==> src/rtl/bpsk_pkg.sv <==
// Shared types for the BPSK demodulator sequencer.
// State encoding and bit-rate codes.
package bpsk_pkg;

  typedef enum logic [2:0] {
    IDLE    = 3'd0,
    PASS    = 3'd1,
    FLUSH   = 3'd2,
    SETTLE  = 3'd3,
    ACQUIRE = 3'd4,
    LOCKED  = 3'd5,
    ERROR   = 3'd6
  } state_t;

  localparam logic [7:0] RATE_6K  = 8'd6;
  localparam logic [7:0] RATE_8K  = 8'd8;
  localparam logic [7:0] RATE_10K = 8'd10;

  localparam logic [3:0] RELOCK_MAX = 4'd15;

endpackage

==> src/rtl/bpsk_demod_seq_if.sv <==
// Control/status bundle between the UI logic,
// the demodulator and the run-time sequencer.
interface bpsk_demod_seq_if;
  import bpsk_pkg::*;

  logic       start;
  logic       stop;
  logic       mode_req;
  logic [7:0] freq_in;
  logic       code_edge;
  logic       demod_en;
  logic       demod_mode;
  logic       demod_clr;
  logic [7:0] freq_out;
  logic       freq_valid;
  logic       timeout_err;
  logic [3:0] relock_cnt;
  state_t     state;

  modport master (
    output start, stop, mode_req,
    output freq_in, code_edge,
    input  demod_en, demod_mode, demod_clr,
    input  freq_out, freq_valid,
    input  timeout_err, relock_cnt, state
  );

  modport slave (
    input  start, stop, mode_req,
    input  freq_in, code_edge,
    output demod_en, demod_mode, demod_clr,
    output freq_out, freq_valid,
    output timeout_err, relock_cnt, state
  );

endinterface

==> src/rtl/bpsk_lock_qual.sv <==
// Bit-rate qualifier: periodic sampling of freq_in,
// candidate match counting and acquisition timeout.
module bpsk_lock_qual #(
  parameter int SAMPLE_CYC  = 3200,
  parameter int LOCK_CNT    = 4,
  parameter int ACQ_TIMEOUT = 200
) (
  input  logic       clk_32m,
  input  logic       rst_n,
  input  logic       clear,
  input  logic       run,
  input  logic [7:0] freq_in,
  output logic       lock,
  output logic [7:0] lock_val,
  output logic       timeout
);

  localparam int SW = $clog2(SAMPLE_CYC + 1);
  localparam int MW = $clog2(LOCK_CNT + 1);
  localparam int TW = $clog2(ACQ_TIMEOUT + 1);

  localparam logic [SW-1:0] S_LAST = SW'(SAMPLE_CYC - 1);
  localparam logic [MW-1:0] M_LOCK = MW'(LOCK_CNT);
  localparam logic [TW-1:0] T_LAST = TW'(ACQ_TIMEOUT - 1);
  localparam logic [TW-1:0] T_MAX  = TW'(ACQ_TIMEOUT);

  logic [SW-1:0] samp_cnt;
  logic [MW-1:0] match_cnt;
  logic [MW-1:0] match_nxt;
  logic [TW-1:0] tick_cnt;
  logic [7:0]    cand;
  logic [7:0]    cand_nxt;
  logic          tick;

  assign tick = run && (samp_cnt == S_LAST);

  always_comb begin
    cand_nxt  = cand;
    match_nxt = match_cnt;
    if (freq_in == 8'd0) begin
      match_nxt = '0;
    end else if (freq_in == cand) begin
      if (match_cnt != M_LOCK)
        match_nxt = match_cnt + 1'b1;
    end else begin
      cand_nxt  = freq_in;
      match_nxt = MW'(1);
    end
  end

  // Lock is decided on the tick itself so the
  // sequencer can leave ACQUIRE on that edge.
  assign lock     = tick && (match_nxt == M_LOCK);
  assign lock_val = cand_nxt;
  assign timeout  = tick && (tick_cnt == T_LAST);

  always_ff @(posedge clk_32m or negedge rst_n) begin
    if (!rst_n) begin
      samp_cnt  <= '0;
      match_cnt <= '0;
      tick_cnt  <= '0;
      cand      <= '0;
    end else if (clear) begin
      samp_cnt  <= '0;
      match_cnt <= '0;
      tick_cnt  <= '0;
      cand      <= '0;
    end else if (run) begin
      samp_cnt <= tick ? '0 : samp_cnt + 1'b1;
      if (tick) begin
        cand      <= cand_nxt;
        match_cnt <= match_nxt;
        if (tick_cnt != T_MAX)
          tick_cnt <= tick_cnt + 1'b1;
      end
    end
  end

endmodule

==> src/rtl/bpsk_demod_seq.sv <==
// Run-time sequencer for the BPSK demodulator:
// flush/settle/acquire/lock with loss re-acquisition.
module bpsk_demod_seq
  import bpsk_pkg::*;
#(
  parameter int FLUSH_CYC   = 16,
  parameter int SETTLE_CYC  = 32000,
  parameter int SAMPLE_CYC  = 3200,
  parameter int LOCK_CNT    = 4,
  parameter int ACQ_TIMEOUT = 200,
  parameter int LOSS_CYC    = 16000
) (
  input  logic             clk_32m,
  input  logic             rst_n,
  bpsk_demod_seq_if.slave  bus
);

  localparam int FW = $clog2(FLUSH_CYC + 1);
  localparam int SW = $clog2(SETTLE_CYC + 1);
  localparam int LW = $clog2(LOSS_CYC + 1);

  localparam logic [FW-1:0] F_LAST = FW'(FLUSH_CYC - 1);
  localparam logic [SW-1:0] S_LAST = SW'(SETTLE_CYC - 1);
  localparam logic [LW-1:0] L_LAST = LW'(LOSS_CYC - 1);

  state_t        state_q;
  state_t        state_d;
  logic [FW-1:0] flush_cnt;
  logic [SW-1:0] settle_cnt;
  logic [LW-1:0] loss_tmr;
  logic          flush_done;
  logic          settle_done;
  logic          loss;
  logic          relock;
  logic          restart;
  logic          qual_clr;
  logic          qual_run;
  logic          q_lock;
  logic          q_timeout;
  logic [7:0]    q_val;

  assign flush_done  = flush_cnt == F_LAST;
  assign settle_done = settle_cnt == S_LAST;
  assign loss        = !bus.code_edge && (loss_tmr == L_LAST);
  assign relock      = (state_q == LOCKED) && loss &&
                       !bus.start && !bus.stop;
  assign restart     = bus.start || bus.stop ||
                       (state_d != state_q);
  assign qual_run    = state_q == ACQUIRE;
  assign qual_clr    = !qual_run;
  assign bus.state   = state_q;

  bpsk_lock_qual #(
    .SAMPLE_CYC  (SAMPLE_CYC),
    .LOCK_CNT    (LOCK_CNT),
    .ACQ_TIMEOUT (ACQ_TIMEOUT)
  ) u_qual (
    .clk_32m  (clk_32m),
    .rst_n    (rst_n),
    .clear    (qual_clr),
    .run      (qual_run),
    .freq_in  (bus.freq_in),
    .lock     (q_lock),
    .lock_val (q_val),
    .timeout  (q_timeout)
  );

  always_comb begin
    state_d = state_q;
    if (bus.stop)
      state_d = IDLE;
    else if (bus.start)
      state_d = bus.mode_req ? FLUSH : PASS;
    else begin
      unique case (state_q)
        FLUSH:   if (flush_done) state_d = SETTLE;
        SETTLE:  if (settle_done) state_d = ACQUIRE;
        ACQUIRE: begin
          if (q_lock)         state_d = LOCKED;
          else if (q_timeout) state_d = ERROR;
        end
        LOCKED:  if (loss) state_d = FLUSH;
        default: state_d = state_q;
      endcase
    end
  end

  // Outputs are decoded from the next state so they
  // change on the same edge the state is entered.
  always_ff @(posedge clk_32m or negedge rst_n) begin
    if (!rst_n) begin
      state_q         <= IDLE;
      flush_cnt       <= '0;
      settle_cnt      <= '0;
      loss_tmr        <= '0;
      bus.demod_en    <= 1'b0;
      bus.demod_mode  <= 1'b0;
      bus.demod_clr   <= 1'b0;
      bus.freq_out    <= '0;
      bus.freq_valid  <= 1'b0;
      bus.timeout_err <= 1'b0;
      bus.relock_cnt  <= '0;
    end else begin
      state_q    <= state_d;
      flush_cnt  <= (restart || state_q != FLUSH) ?
                    '0 : flush_cnt + 1'b1;
      settle_cnt <= (restart || state_q != SETTLE) ?
                    '0 : settle_cnt + 1'b1;
      loss_tmr   <= (restart || state_q != LOCKED ||
                     bus.code_edge) ?
                    '0 : loss_tmr + 1'b1;

      bus.demod_en    <= state_d inside
                         {PASS, SETTLE, ACQUIRE, LOCKED};
      bus.demod_mode  <= state_d inside
                         {FLUSH, SETTLE, ACQUIRE, LOCKED};
      bus.demod_clr   <= state_d == FLUSH;
      bus.freq_valid  <= state_d == LOCKED;
      bus.timeout_err <= state_d == ERROR;

      if (state_q == ACQUIRE && state_d == LOCKED)
        bus.freq_out <= q_val;

      if (bus.start && !bus.stop)
        bus.relock_cnt <= '0;
      else if (relock && bus.relock_cnt != RELOCK_MAX)
        bus.relock_cnt <= bus.relock_cnt + 1'b1;
    end
  end

endmodule

==> src/flat_wrapper.sv <==
// flat-port wrapper written by rule: the top's interface ports become plain ports
module bpsk_demod_seq_flat import bpsk_pkg::*;
#(
  parameter int FLUSH_CYC   = 16,
  parameter int SETTLE_CYC  = 32000,
  parameter int SAMPLE_CYC  = 3200,
  parameter int LOCK_CNT    = 4,
  parameter int ACQ_TIMEOUT = 200,
  parameter int LOSS_CYC    = 16000
)
  (clk_32m, rst_n, bus_start, bus_stop, bus_mode_req, bus_freq_in, bus_code_edge, bus_demod_en, bus_demod_mode, bus_demod_clr, bus_freq_out, bus_freq_valid, bus_timeout_err, bus_relock_cnt, bus_state);
  bpsk_demod_seq_if bus_i ();
  input  logic clk_32m;
  input  logic rst_n;
  input wire logic [$bits(bus_i.start)-1:0] bus_start;
  input wire logic [$bits(bus_i.stop)-1:0] bus_stop;
  input wire logic [$bits(bus_i.mode_req)-1:0] bus_mode_req;
  input wire logic [$bits(bus_i.freq_in)-1:0] bus_freq_in;
  input wire logic [$bits(bus_i.code_edge)-1:0] bus_code_edge;
  output wire logic [$bits(bus_i.demod_en)-1:0] bus_demod_en;
  output wire logic [$bits(bus_i.demod_mode)-1:0] bus_demod_mode;
  output wire logic [$bits(bus_i.demod_clr)-1:0] bus_demod_clr;
  output wire logic [$bits(bus_i.freq_out)-1:0] bus_freq_out;
  output wire logic [$bits(bus_i.freq_valid)-1:0] bus_freq_valid;
  output wire logic [$bits(bus_i.timeout_err)-1:0] bus_timeout_err;
  output wire logic [$bits(bus_i.relock_cnt)-1:0] bus_relock_cnt;
  output wire logic [$bits(bus_i.state)-1:0] bus_state;
  assign bus_i.start = bus_start;
  assign bus_i.stop = bus_stop;
  assign bus_i.mode_req = bus_mode_req;
  assign bus_i.freq_in = bus_freq_in;
  assign bus_i.code_edge = bus_code_edge;
  assign bus_demod_en = bus_i.demod_en;
  assign bus_demod_mode = bus_i.demod_mode;
  assign bus_demod_clr = bus_i.demod_clr;
  assign bus_freq_out = bus_i.freq_out;
  assign bus_freq_valid = bus_i.freq_valid;
  assign bus_timeout_err = bus_i.timeout_err;
  assign bus_relock_cnt = bus_i.relock_cnt;
  assign bus_state = bus_i.state;
  bpsk_demod_seq #(.FLUSH_CYC(FLUSH_CYC), .SETTLE_CYC(SETTLE_CYC), .SAMPLE_CYC(SAMPLE_CYC), .LOCK_CNT(LOCK_CNT), .ACQ_TIMEOUT(ACQ_TIMEOUT), .LOSS_CYC(LOSS_CYC)) u_core (.clk_32m(clk_32m), .rst_n(rst_n), .bus(bus_i));
endmodule
==> config.mk <==
export PLATFORM = sky130hd
export DESIGN_NAME = bpsk_demod_seq_flat
export DESIGN_NICKNAME = d
export VERILOG_FILES = /design/src/rtl/bpsk_pkg.sv /design/src/rtl/bpsk_demod_seq_if.sv /design/src/rtl/bpsk_lock_qual.sv /design/src/rtl/bpsk_demod_seq.sv /design/src/flat_wrapper.sv
export SDC_FILE = /design/constraint.sdc
export NUM_CORES = 1
export LEC_CHECK = 0
export BUFFER_PORTS_ARGS = -buffer_cell sky130_fd_sc_hd__buf_2
export CAP_MARGIN = 25
export CORE_MARGIN = 5
export CORE_UTILIZATION = 60
export DETAILED_ROUTE_END_ITERATION = 10
export PLACE_DENSITY_LB_ADDON = 0.12
export SLEW_MARGIN = 5
export SYNTH_ARGS = -nofsm -noshare
export SYNTH_HDL_FRONTEND = slang
export SYNTH_SLANG_ARGS = --single-unit
==> constraint.sdc <==
create_clock -name clk_32m -period 3.1 [get_ports clk_32m]
set_clock_uncertainty 0.1 [all_clocks]
set_input_delay 0.155 -clock clk_32m [delete_from_list [all_inputs] [get_ports clk_32m]]
set_output_delay 0.155 -clock clk_32m [all_outputs]
set_load 0.02 [all_outputs]
==> results of run 1 <==
critical path, cell delays in order, from the launching register on:
cell and delay [ns]:
dfrtp_1 0.39, ha_1 0.21, nand4_1 0.16, or4_1 0.61
nor4_4 0.33, a211oi_2 0.17, nor4_4 0.16, buf_4 0.22
mux2_2 0.35
timing repair:
action                                 CTS  global route
setup buffers                            0             0
hold buffers                             9             0
endpoints found under the hold margin   93             0
cell type report:
type,instances,area share
Inverter,15,0.0116
Multi-Input combinational cell,299,0.410
Clock buffer,10,0.0282
Tap cell,96,0.0246
Antenna cell,1,0.000513
Sequential cell,85,0.436
Clock inverter,6,0.0146
Timing Repair Buffer,53,0.0739
power breakdown:
| part | leakage [nW] | switching, W | internal [W] |
|---|---|---|---|
| combinational | 0.812 | 0.0000738 | 0.0000446 |
| sequential | 1.18 | 0.00000763 | 0.00112 |
| clock | 0.0991 | 0.000407 | 0.000400 |
| total | 2.09 | 0.000488 | 0.00156 |
placed cells by master, fill, tap and decap left out, drive strengths merged, types with 9 or more instances in the layout:
cell,synthesis,routed
inv,15,16
buf,3,44
nand2,22,22
nand3,20,20
ha,10,10
xnor2,29,29
and3,11,11
nand4,14,14
o21ai,12,12
mux2,15,15
clkbuf,4,10
dfrtp,85,85
dlygate4sd3,0,9
a21oi,13,13
nor2,64,64
xor2,22,22
nor4,12,12
path summary, 6_finish.rpt:
check / startpoint / end / slack [ns] / depth (start not counted)
min in group asynchronous: rst_n / u_core.settle_cnt[5] / 0.16 / 2
hold / removal: bus_stop / u_core.bus.relock_cnt[3] / 0.05 / 3
setup / recovery: u_core.u_qual.samp_cnt[0] / u_core.bus.freq_out[2] / 0.28 / 8
hold reg to reg: u_core.u_qual.samp_cnt[0] / u_core.u_qual.samp_cnt[0] / 0.38 / 1
max in group asynchronous: rst_n / u_core.loss_tmr[2] / 2.13 / 3
setup reg to reg: u_core.u_qual.samp_cnt[0] / u_core.bus.freq_out[2] / 0.28 / 8
metrics by stage:
step,utilization,instance area [sq um],worst slack (ns),power [W]
after floorplan,-,4210,0.321,0.00120
after global placement,0.665,4540,0.359,0.00125
after detailed placement,0.665,4540,0.292,0.00125
after CTS,0.709,4840,0.278,0.00207
after global routing,0.713,4870,0.0194,0.00215
final,0.713,4870,0.280,0.00205
kinds of logic (layout without fill, tap and decap cells):
group	after synthesis	count (layout)	share of synthesized area
other	0	1	0
buffers and inverters	22	84	0.0205
adder cells (fa/ha/maj)	10	10	0.0297
AND/OR/NAND/NOR	176	176	0.218
XOR/XNOR	51	51	0.106
multiplexers	17	17	0.0449
AO/OA/AOI/OAI	45	45	0.0761
flip-flops	85	85	0.505
metal layers:
layer | track usage | up-vias | part of all wire
met3 | 0.0641 | 11 | 0.048
met5 | 0 | - | 0
met1 | 0.276 | 1473 | 0.47
met2 | 0.323 | 64 | 0.46
li1 | - | 1544 | -
met4 | 0.0566 | 0 | 0.015
flip-flops by register name, summed over array words and instances (netlist names), 3 cells and up:
name	count
u_core.u_qual.samp_cnt	12
u_core.settle_cnt	15
u_core.bus.freq_out	8
u_core.u_qual.tick_cnt	8
u_core.bus.state	3
u_core.loss_tmr	14
u_core.u_qual.match_cnt	3
u_core.u_qual.cand	8
u_core.flush_cnt	5
u_core.bus.relock_cnt	4
==> flow_summary_export.csv, run 1 <==
group,metric,value,unit
worst_setup_path,critPathLaunchType,"flop",
synthesis,synth_nets,430,
synthesis,ys_ff_latch,85,
sta,finalSetupViolations,0,
cts,clockBufferDepth,2,
floorplanning,num_io_pins,34,
grt,globalRoute.totalOverflow,0,
pwr,vdd_drop_max,321,uV
cts,ctsResizeCount,0,
cts,root_buffer,"clkbuf_8",
synthesis,synth_top_area_frac,0.505,
status,status,"completed",
synthesis,synth_largest_area_cell,"dfrtp_1",
synthesis,synth_seq_area_share,0.505,
place,placed_cells,538,
place,post-dp-hpwl,5.57,mm
sta,drv_slew,0,
route,drt_iter0_markers,215,
place,portBuffers,33,
synthesis,synth-edff-count,0,
worst_setup_path,crit_type,"flop to flop",
route,first_pass_iters,4,
floorplanning,die_area,8790,sq um
route,wirelength,8.32,mm
sta,tns,0,ns
synthesis,avgSynthCellArea,10.4,sq um
sta,finalHoldViolCount,0,
flow_run,maxCapViolCount,0,
pwr,leakagePower,2.09,nW
cells_and_area,syn2layout_area_growth,15.7,%
synthesis,synthCells,406,
sta,fin_crit_sh,0.910,
floorplanning,initial_core_util,0.616,
sta,max_freq,0.355,GHz
cells_and_area,multiInputGateArea,2000,sq um
cells_and_area,seq_area,2130,sq um
cts,clk_latency,0.35,ns
synthesis,ys_top_cells_by_count,"85 x dfrtp_1, 64 x nor2_1, 29 x xnor2_1",
worst_setup_path,cp_max_fo,8,
synthesis,yosysUniqueCellTypes,45,
synthesis,synth_area,4210,sq um
route,drcViolationCount,0,
pwr,p_per_area,421,nW/um^2
grt,grt_pass1_vias,3058,
cells_and_area,fill_cells,492,
sta,period_minus_slack,2.82,ns
route,wl_per_cell,14.7,microns
grt,grt_max_degree,86,
cts,clk_pin_slew,0.09,ns
sta,maxSlewHeadroom,0.538,
cells_and_area,stdcell_count,565,
sta,max_slew.worst_pin.slew,0.691,ns
sta,grt_setup_unrepaired,"false",
synthesis,synthTopCellsByArea,"dfrtp_1 51%, xnor2_1 6.0%, nor2_1 5.7%",
sta,timing.hold.ws,0.0517,ns
route,routed_via_density,5.47,
worst_setup_path,cp.arrival,2.96,ns
hold_path,hold_class,"input port to flop",
synthesis,synthFlopType,"dfrtp_1",
floorplanning,coreArea,6830,sq um
grt,grt_pass1_wl,14.2,mm
grt,track_usage,0.206,
cts,tritoncts,"built",
floorplanning,rows,30,
synthesis,synthArstFlopShare,1.00,
synthesis,yosysMostFrequentCell,"dfrtp_1",
cells_and_area,drive_gt1_frac,0.182,
route,vias,3092,
synthesis,yosysWarnings,0,
cts,cts.sinks,85,
floorplanning,die_h,93.8,microns
cts,htree_num_levels,3,
worst_setup_path,worst_ep_required_time,3.24,ns
worst_setup_path,end_kind,"flop",
grt,antenna_found_initial,0,
floorplanning,fp.dieW,93.8,microns
cells_and_area,layout.nets,487,
route,antenna_left,0,
cts,cts_buffers,9,
place,gp_congestion,0.809,
Power figures use the tool's default switching activity.
==> run 2, diff against run 1 <==
--- a/config.mk
+++ b/config.mk
@@ -7,8 +7,10 @@
 export LEC_CHECK = 0
 export BUFFER_PORTS_ARGS = -buffer_cell sky130_fd_sc_hd__buf_2
 export CAP_MARGIN = 25
+export CELL_PAD_IN_SITES_DETAIL_PLACEMENT = 0
+export CELL_PAD_IN_SITES_GLOBAL_PLACEMENT = 1
 export CORE_MARGIN = 5
-export CORE_UTILIZATION = 60
+export CORE_UTILIZATION = 47
 export DETAILED_ROUTE_END_ITERATION = 10
 export PLACE_DENSITY_LB_ADDON = 0.12
 export SLEW_MARGIN = 5
==> flow_summary_export.csv, run 2 (synthesized netlist as in run 1, its figures left out) <==
group,metric,value,unit
route,vias,3097,
flow_run,maxCapViolCount,0,
grt,grt_max_degree,74,
sta,finalHoldViolCount,0,
place,post-dp-hpwl,5.98,mm
sta,grt_setup_unrepaired,"false",
worst_setup_path,cp_max_fo,8,
floorplanning,num_io_pins,34,
floorplanning,initial_core_util,0.483,
cts,tritoncts,"built",
grt,track_usage,0.162,
route,drcViolationCount,0,
cts,cts_setup_buffers,0,
worst_setup_path,endpoint,"u_core.bus.freq_out[2]",
worst_setup_path,crit-reg2reg-launch,"u_core.u_qual.samp_cnt[0]",
sta,fin_crit_sh,0.913,
cts,cts_buffers,9,
worst_setup_path,crit_type,"flop to flop",
sta,timing.hold.ws,0.0664,ns
cts,clk_latency,0.35,ns
worst_setup_path,path_cells,"ha_1, nand4_1, or4_1, nor4_4, a211oi_2, nor4_4, buf_4, mux2_2",
cells_and_area,layout.nets,493,
hold_path,hold_class,"input port to async pin",
floorplanning,die_h,105,microns
cells_and_area,drive_gt1_frac,0.192,
floorplanning,coreArea,8720,sq um
pwr,vdd_drop_max,309,uV
floorplanning,fp.dieW,105,microns
cts,clockBufferDepth,2,
route,wl_per_cell,14.5,microns
floorplanning,rows,34,
pwr,leakagePower,2.12,nW
place,placed_cells,556,
worst_setup_path,worst_path_most_repeated_cell,"nor4_4",
cts,clk_pin_slew,0.08,ns
worst_setup_path,crit_path_start,"u_core.u_qual.samp_cnt[0]",
cells_and_area,mostFrequentLayoutCells,"85 x dfrtp_1, 64 x nor2_1, 32 x buf_2",
grt,antenna_found_initial,0,
route,wirelength,8.46,mm
sta,drv_slew,0,
route,antenna_left,0,
place,gp_congestion,0.785,
sta,period_minus_slack,2.83,ns
sta,finalSetupViolations,0,
sta,max_slew.worst_pin.slew,0.696,ns
sta,maxSlewHeadroom,0.534,
cells_and_area,final_util,0.566,
route,routed_via_density,5.32,
worst_setup_path,end_kind,"flop",
cts,cts.sinks,85,
worst_setup_path,cp.arrival,2.97,ns
cells_and_area,final_common_cell,"dfrtp_1",
worst_setup_path,worst_ep_required_time,3.24,ns
worst_setup_path,max_stage_delay,0.61,ns
sta,tns,0,ns
worst_setup_path,critPathLaunchType,"flop",
place,portBuffers,33,
cells_and_area,fill_cells,780,
cells_and_area,stdcell_count,582,
cts,root_buffer,"clkbuf_8",
route,drt_iter0_markers,98,
grt,grt_pass1_vias,3148,
grt,globalRoute.totalOverflow,0,
worst_setup_path,cp_slowest_cell,"or4_1",
cells_and_area,reg_top3,"u_core.settle_cnt x15, u_core.loss_tmr x14, u_core.u_qual.samp_cnt x12",
cts,htree_num_levels,3,
floorplanning,die_area,11000,sq um
worst_setup_path,r2r_slack,0.27,ns
worst_setup_path,r2r-end,"u_core.bus.freq_out[2]",
grt,grt_pass1_wl,14.9,mm
pwr,p_per_area,417,nW/um^2
worst_setup_path,r2r_cells,8,
cells_and_area,largest_register_ffs,15,
cells_and_area,regMostFlops,"u_core.settle_cnt",
status,status,"completed",
sta,max_freq,0.353,GHz
route,first_pass_iters,6,
cells_and_area,n_antenna_cell,0,
cells_and_area,syn2layout_area_growth,17.1,%
-- run 2: changes by cell type in the layout (fill, tap and decap cells not counted), sizes merged --
cell    before  now
inv         16   15
buf         44   50
clkbuf      10   11
diode        1    0
-- run 2: cell type report --
type	instances	area [sq um]	share of cell area
Clock buffer	11	151	0.0307
Clock inverter	5	58.8	0.0119
Inverter	15	56.3	0.0114
Multi-Input combinational cell	299	2000	0.405
Sequential cell	85	2130	0.431
Tap cell	108	135	0.0274
Timing Repair Buffer	59	405	0.0822
-- run 2: through the flow --
stage / power, W / instance area (sq um) / setup WS, ns
after detailed placement: 0.00126 / 4600 / 0.266
after global routing: 0.00215 / 4930 / 0.0639
after floorplan: 0.00120 / 4210 / 0.321
after CTS: 0.00208 / 4900 / 0.253
after global placement: 0.00126 / 4600 / 0.325
final: 0.00206 / 4930 / 0.271
-- run 2: worst min-delay path by stage --
stage / start / end / slack (ns) / cells past startpoint
floorplan: rst_n / u_core.bus.demod_clr / -0.24 / 0
global placement: rst_n / u_core.loss_tmr[10] / 0.26 / 1
detailed placement: rst_n / u_core.loss_tmr[4] / 0.26 / 1
CTS: bus_stop / u_core.bus.relock_cnt[2] / 0.06 / 3
global route: rst_n / u_core.u_qual.samp_cnt[2] / 0.06 / 2
finish: rst_n / u_core.loss_tmr[12] / 0.07 / 2
-- run 2: repair_timing --
| action | 4_1_cts | 5_1_grt |
|---|---|---|
| hold endpoints to repair | 79 | 0 |
| hold buffers | 9 | 0 |
| gates resized for setup | 0 | 0 |
-- run 2: per-layer routing --
metal	vias to the layer above	routed length (microns)	track usage
met1	1503	4300	0.229
met5	-	0	0
met2	34	3820	0.253
met4	0	114	0.0548
met3	11	216	0.0284
li1	1549	-	-
-- run 2: report_power, final --
| part | internal [W] | switching (W) | leakage (nW) |
|---|---|---|---|
| sequential | 0.00112 | 0.00000831 | 1.18 |
| combinational | 0.0000461 | 0.0000733 | 0.844 |
| clock | 0.000416 | 0.000394 | 0.102 |
| total | 0.00158 | 0.000476 | 2.12 |
-- run 2: critical path: cells and delay by family, from the launching register on --
family	cells	cell delay, ns
and+or+nand+nor	4	1.29
DFF	1	0.39
adders and majority gates	1	0.21
buffers and inverters	1	0.22
AOI/OAI and AO/OA	1	0.17
muxes	1	0.34
